File: config.mk
export PLATFORM = sky130hd
export DESIGN_NAME = pos_sweep_eval
export DESIGN_NICKNAME = d
export VERILOG_FILES = /design/src/rtl/pos_sweep_pkg.sv /design/src/rtl/pos_row_lut.sv /design/src/rtl/pos_sweep_eval.sv
export SDC_FILE = /design/constraint.sdc
export NUM_CORES = 1
export LEC_CHECK = 0
export ABC_AREA = 1
export CORE_MARGIN = 2
export CORE_UTILIZATION = 50
export DETAILED_ROUTE_END_ITERATION = 6
export GPL_TIMING_DRIVEN = 0
export PLACE_DENSITY = 0.79
export SYNTH_ARGS = -nofsm -noshare
export SYNTH_HDL_FRONTEND = slang
export SYNTH_SLANG_ARGS = --single-unit
File: constraint.sdc
create_clock -name clk -period 4.9 [get_ports clk]
set_clock_uncertainty 0.15 [all_clocks]
set_input_delay 0.98 -clock clk [delete_from_list [all_inputs] [get_ports clk]]
set_output_delay 0.98 -clock clk [all_outputs]
set_load 0.02 [all_outputs]
File: src/rtl/pos_sweep_pkg.sv
// Shared types and constants for the product-of-sums truth-table sweep evaluator.
// Holds the FSM state enum, the truth-table size derivation and the widest supported input count.
package pos_sweep_pkg;

    localparam int MAX_N_IN = 8;

    typedef enum logic [1:0] {
        ST_IDLE  = 2'd0,
        ST_SWEEP = 2'd1,
        ST_DONE  = 2'd2
    } sweep_state_t;

    function automatic int rows_of(input int n_in);
        return 1 << n_in;
    endfunction

endpackage

File: src/rtl/pos_row_lut.sv
// Combinational truth-table row lookup: selects one maxterm mask bit and inverts it,
// so a set mask bit means the row evaluates to 0.
module pos_row_lut
    import pos_sweep_pkg::*;
#(
    parameter int N_IN = 4,
    parameter int ROWS = rows_of(N_IN)
) (
    input  logic [ROWS-1:0] mask,
    input  logic [N_IN-1:0] sel,
    output logic            r
);

    assign r = ~mask[sel];

endmodule

File: src/rtl/pos_sweep_eval.sv
// Product-of-sums function evaluator with direct lookup and an exhaustive row sweep.
// Optional golden-mask comparison is built only when POS_SWEEP_CHECK_EN is defined.
module pos_sweep_eval
    import pos_sweep_pkg::*;
#(
    parameter int  N_IN = 4,
    localparam int ROWS = rows_of(N_IN)
) (
    input  logic            clk,
    input  logic            rst,
    input  logic            load,
    input  logic [ROWS-1:0] mask_in,
    input  logic            start,
    input  logic            abort,
    input  logic [N_IN-1:0] man_in,
    output logic            man_r,
    output logic [N_IN-1:0] sweep_x,
    output logic            sweep_r,
    output logic            sweep_valid,
    output logic            busy,
    output logic            done,
    output logic [N_IN:0]   ones_count
`ifdef POS_SWEEP_CHECK_EN
    ,
    input  logic [ROWS-1:0] golden_in,
    output logic [N_IN:0]   mismatch_cnt,
    output logic            pass
`endif
);

    sweep_state_t    state_q, state_d;
    logic [ROWS-1:0] mask_q, mask_d;
    logic [N_IN-1:0] cnt_q, cnt_d;
    logic            last_q, last_d;
    logic [N_IN-1:0] sweep_x_q, sweep_x_d;
    logic            sweep_r_q, sweep_r_d;
    logic            sweep_valid_q, sweep_valid_d;
    logic [N_IN:0]   ones_q, ones_d;
    logic            row_r;
    logic            start_go;
    logic            beat;

    pos_row_lut #(.N_IN(N_IN), .ROWS(ROWS)) u_man_lut (
        .mask (mask_q),
        .sel  (man_in),
        .r    (man_r)
    );

    pos_row_lut #(.N_IN(N_IN), .ROWS(ROWS)) u_sweep_lut (
        .mask (mask_q),
        .sel  (cnt_q),
        .r    (row_r)
    );

    // last_q marks the drain cycle after the final row, so done appears one edge after it
    assign start_go = (state_q != ST_SWEEP) && start;
    assign beat     = (state_q == ST_SWEEP) && !abort && !last_q;

    always_comb begin
        state_d       = state_q;
        mask_d        = mask_q;
        cnt_d         = cnt_q;
        last_d        = last_q;
        sweep_x_d     = sweep_x_q;
        sweep_r_d     = sweep_r_q;
        sweep_valid_d = 1'b0;
        ones_d        = ones_q;
        case (state_q)
            ST_IDLE, ST_DONE: begin
                if (load) begin
                    mask_d = mask_in;
                end
                if (start) begin
                    state_d = ST_SWEEP;
                    cnt_d   = '0;
                    last_d  = 1'b0;
                    ones_d  = '0;
                end
            end
            ST_SWEEP: begin
                if (abort) begin
                    state_d = ST_IDLE;
                    cnt_d   = '0;
                    last_d  = 1'b0;
                end else if (last_q) begin
                    state_d = ST_DONE;
                    last_d  = 1'b0;
                end else begin
                    sweep_valid_d = 1'b1;
                    sweep_x_d     = cnt_q;
                    sweep_r_d     = row_r;
                    ones_d        = ones_q + {{N_IN{1'b0}}, row_r};
                    cnt_d         = cnt_q + N_IN'(1);
                    last_d        = &cnt_q;
                end
            end
            default: begin
                state_d = ST_IDLE;
            end
        endcase
    end

    always_ff @(posedge clk or posedge rst) begin
        if (rst) begin
            state_q       <= ST_IDLE;
            mask_q        <= '0;
            cnt_q         <= '0;
            last_q        <= 1'b0;
            sweep_x_q     <= '0;
            sweep_r_q     <= 1'b0;
            sweep_valid_q <= 1'b0;
            ones_q        <= '0;
        end else begin
            state_q       <= state_d;
            mask_q        <= mask_d;
            cnt_q         <= cnt_d;
            last_q        <= last_d;
            sweep_x_q     <= sweep_x_d;
            sweep_r_q     <= sweep_r_d;
            sweep_valid_q <= sweep_valid_d;
            ones_q        <= ones_d;
        end
    end

    assign sweep_x     = sweep_x_q;
    assign sweep_r     = sweep_r_q;
    assign sweep_valid = sweep_valid_q;
    assign busy        = (state_q == ST_SWEEP);
    assign done        = (state_q == ST_DONE);
    assign ones_count  = ones_q;

`ifdef POS_SWEEP_CHECK_EN
    logic [ROWS-1:0] golden_q, golden_d;
    logic [N_IN:0]   mismatch_q, mismatch_d;

    // Golden mask is frozen at start so it may change freely while the sweep runs
    always_comb begin
        golden_d   = golden_q;
        mismatch_d = mismatch_q;
        if (start_go) begin
            golden_d   = golden_in;
            mismatch_d = '0;
        end else if (beat && (row_r != ~golden_q[cnt_q])) begin
            mismatch_d = mismatch_q + {{N_IN{1'b0}}, 1'b1};
        end
    end

    always_ff @(posedge clk or posedge rst) begin
        if (rst) begin
            golden_q   <= '0;
            mismatch_q <= '0;
        end else begin
            golden_q   <= golden_d;
            mismatch_q <= mismatch_d;
        end
    end

    assign mismatch_cnt = mismatch_q;
    assign pass         = done && (mismatch_q == '0);
`endif

endmodule

==> metrics <==
status finished clean; Max-cap violations 0; Final Max Tran Viols 0; Routed WL 3.72 mm; Avg Inst Size Synth 8.21 um2; Slew @ Worst Pin 0.555 ns; Worst path slowest cell clkdlybuf4s50_1; layout cells sized above 1 9.54%; Unique masters post-synth 29; Setup WS pre-CTS 1.17 ns; dpl hpwl roughly 2.8 mm; core outline area 3390 um2; CP endpoint kind output pin; Hold Buf Count CTS 0; Finish-stage setup viols 0; CTS tree built; WS Path Type input pin to output pin; detailed-router iteration count before antenna repair 4; Setup Buffers After CTS 0; final worst path period need 3.73 ns; Seq/Total Area, Yosys between 40 and 50%; RSZ-0062 raised after global routing no; CTS root buffer clkbuf_4; YS warnings 0; Largest delay share family, worst path buffers and inverters; pin count of the biggest net entering global routing 35; Cells after DPL 300; Top Ports 39; via count 1583; Worst IR Drop VDD between 0.2 and 0.25 mV; Final Util 67.3%; Cell Rows 21; Worst EP required approximately 3.8 ns; Final #Nets 290; post-route setup slack ~1.2 ns; 1st-iter DRT viols 98; initial antenna violation count 0; post-route cell area 2280 um2; CP Cell Sequence clkdlybuf4s50_1, inv_1, a21oi_1, o21ai_0, nand3_1, nand3b_1, nand2_1, clkdlybuf4s50_1; CP peak stage delay 0.59 ns; Final ANT Viol Nets 0; clock buffer depth 2; synthesized area ~1800 um2; die area 4060 um2; Post-Route Setup TNS 0 ns; Avg WL per Cell between 10 and 15 um; Max transition margin 62.8%; Die X-Extent 63.7 um; first-pass GRT wire length 6.58 mm; RD Place Congestion around 0.87; Initial Utilization 52.6%; post-cts resize count 0; Die Y 63.7 um; Mapped Cells 217; Overflow after GRT 0; DRC 0; synthesis-to-layout area growth 28.1%; post-DR vias/cell 5.14; Clock transition at path regs 0.09 ns; TritonCTS Buffers 5; HP Class flop to flop; Finished Layout Cells 308; Buf/Inv on CP 3; f_max 268 MHz; placed cell area 2210 um2; Max FO, Critical Path 8; cell area power density between 300 and 400 nW/um2; Overall Global Routing Usage 20.7%; fin crit share 76.2%; crit path launch type input pin; P_leak 1.09 nW; vias in the first global route roughly 1500; Syn Nets 245; cell repeated most along the worst path clkdlybuf4s50_1; # port buffers 37; Final Hold Fails 0; H-Tree Depth 2; Worst Path Arrival between 2 and 3 ns; ANT cells 0; worst skew pair latency about 0.32 ns; synthesized flop and latch total 34; CTS Sinks 34
-- state kept, by name, indices dropped and copies added, names as in the netlist --
name,count
sweep_valid,1
sweep_x,4
last_q,1
state_q,2
ones_count,5
sweep_r,1
mask_q,16
cnt_q,4
-- cells in the final DEF (no fill, tap or decap), types with 2 or more instances in the layout --
master,count
a21oi_1,18
buf_2,2
buf_4,3
clkbuf_1,2
clkbuf_4,5
clkdlybuf4s50_1,37
dfrtp_1,34
ha_1,3
inv_1,27
inv_2,2
nand2_1,40
nand2_2,3
nand2_8,2
nand3_1,24
nor2_1,25
o211ai_1,4
o21ai_0,9
o21ai_1,3
o21bai_1,2
xor2_1,3
-- cells in the mapped netlist --
cell type   n  area [um2]
nand2_1    40         150
dfrtp_1    34         851
inv_1      28         105
nor2_1     25        93.8
nand3_1    24         120
a21oi_1    18        90.1
o21ai_0     9        45.0
o211ai_1    4        30.0
buf_4       3        22.5
ha_1        3        37.5
nand2_2     3        18.8
o21ai_1     3        15.0
xor2_1      3        26.3
buf_2       2        10.0
inv_2       2        7.51
nand2_8     2        40.0
o21bai_1    2        15.0
a21boi_4    1        18.8
a31o_2      1        8.76
clkbuf_2    1        5.00
inv_4       1        6.26
mux2_1      1        11.3
mux2_2      1        11.3
nand2_4     1        11.3
nand3b_1    1        7.51
nand4_1     1        6.26
nor2_2      1        6.26
nor3_1      1        5.00
o22ai_1     1        6.26
-- metal layers --
| layer | global-route usage [%] | wire (um) | vias up |
|---|---|---|---|
| met5 | 0 | 0 | - |
| met4 | 8.15 | 70 | 0 |
| met3 | 4.11 | 172 | 7 |
| met2 | 32.1 | 1690 | 53 |
| met1 | 28.5 | 1780 | 732 |
| li1 | - | - | 791 |
-- worst min-delay path: cells and delay by family, from the launching register on --
family | cells | cell delay [ns]
DFF | 1 | 0.36
and+or+nand+nor | 2 | 0.10
-- logic make-up (layout without fill, tap and decap cells) --
family | count (synthesis) | in the layout | share of synthesized area [%]
AO/OA/AOI/OAI | 39 | 39 | 12.9
XOR/XNOR | 3 | 3 | 1.47
adder cells (fa/ha/maj) | 3 | 3 | 2.11
buffers and inverters | 37 | 82 | 8.78
flip-flops | 34 | 34 | 47.8
multiplexers | 2 | 2 | 1.26
AND/OR/NAND/NOR | 99 | 99 | 25.8
-- path summary, 6_finish.rpt --
check / start / to / slack [ns] / cells after the start
min reg2reg: sweep_r / sweep_r / 0.34 / 2
min: sweep_r / sweep_r / 0.34 / 2
min in group asynchronous: rst / mask_q[3] / 0.80 / 2
max in group asynchronous: rst / last_q / 3.36 / 3
max reg2reg: cnt_q[0] / ones_count[4] / 2.74 / 12
max: man_in[1] / man_r / 1.17 / 8
-- metrics by stage --
stage,power (mW),hold slack (ns)
finish,0.767,0.345
CTS,0.766,0.349
global route,0.828,0.401
floorplan,0.530,0.336
global placement,0.620,0.319
detailed placement,0.629,0.326
-- final cells by class --
class | count | area (um2)
plain buffers | 6 | 37.5
clock buffers | 7 | 45.0
fillers | 294 | 1110
inverters | 31 | 119
multi-input cells | 146 | 774
flip-flops and latches | 34 | 851
well taps | 46 | 57.6
repair buffers | 38 | 398
-- power by group --
part / total, mW / internal [mW] / switching [mW] / leakage (nW)
Sequential: 0.360 / 0.329 / 0.0316 / 0.418
Clock: 0.139 / 0.0541 / 0.0852 / 0.0254
Combinational: 0.267 / 0.116 / 0.151 / 0.648
Power figures use the tool's default switching activity.
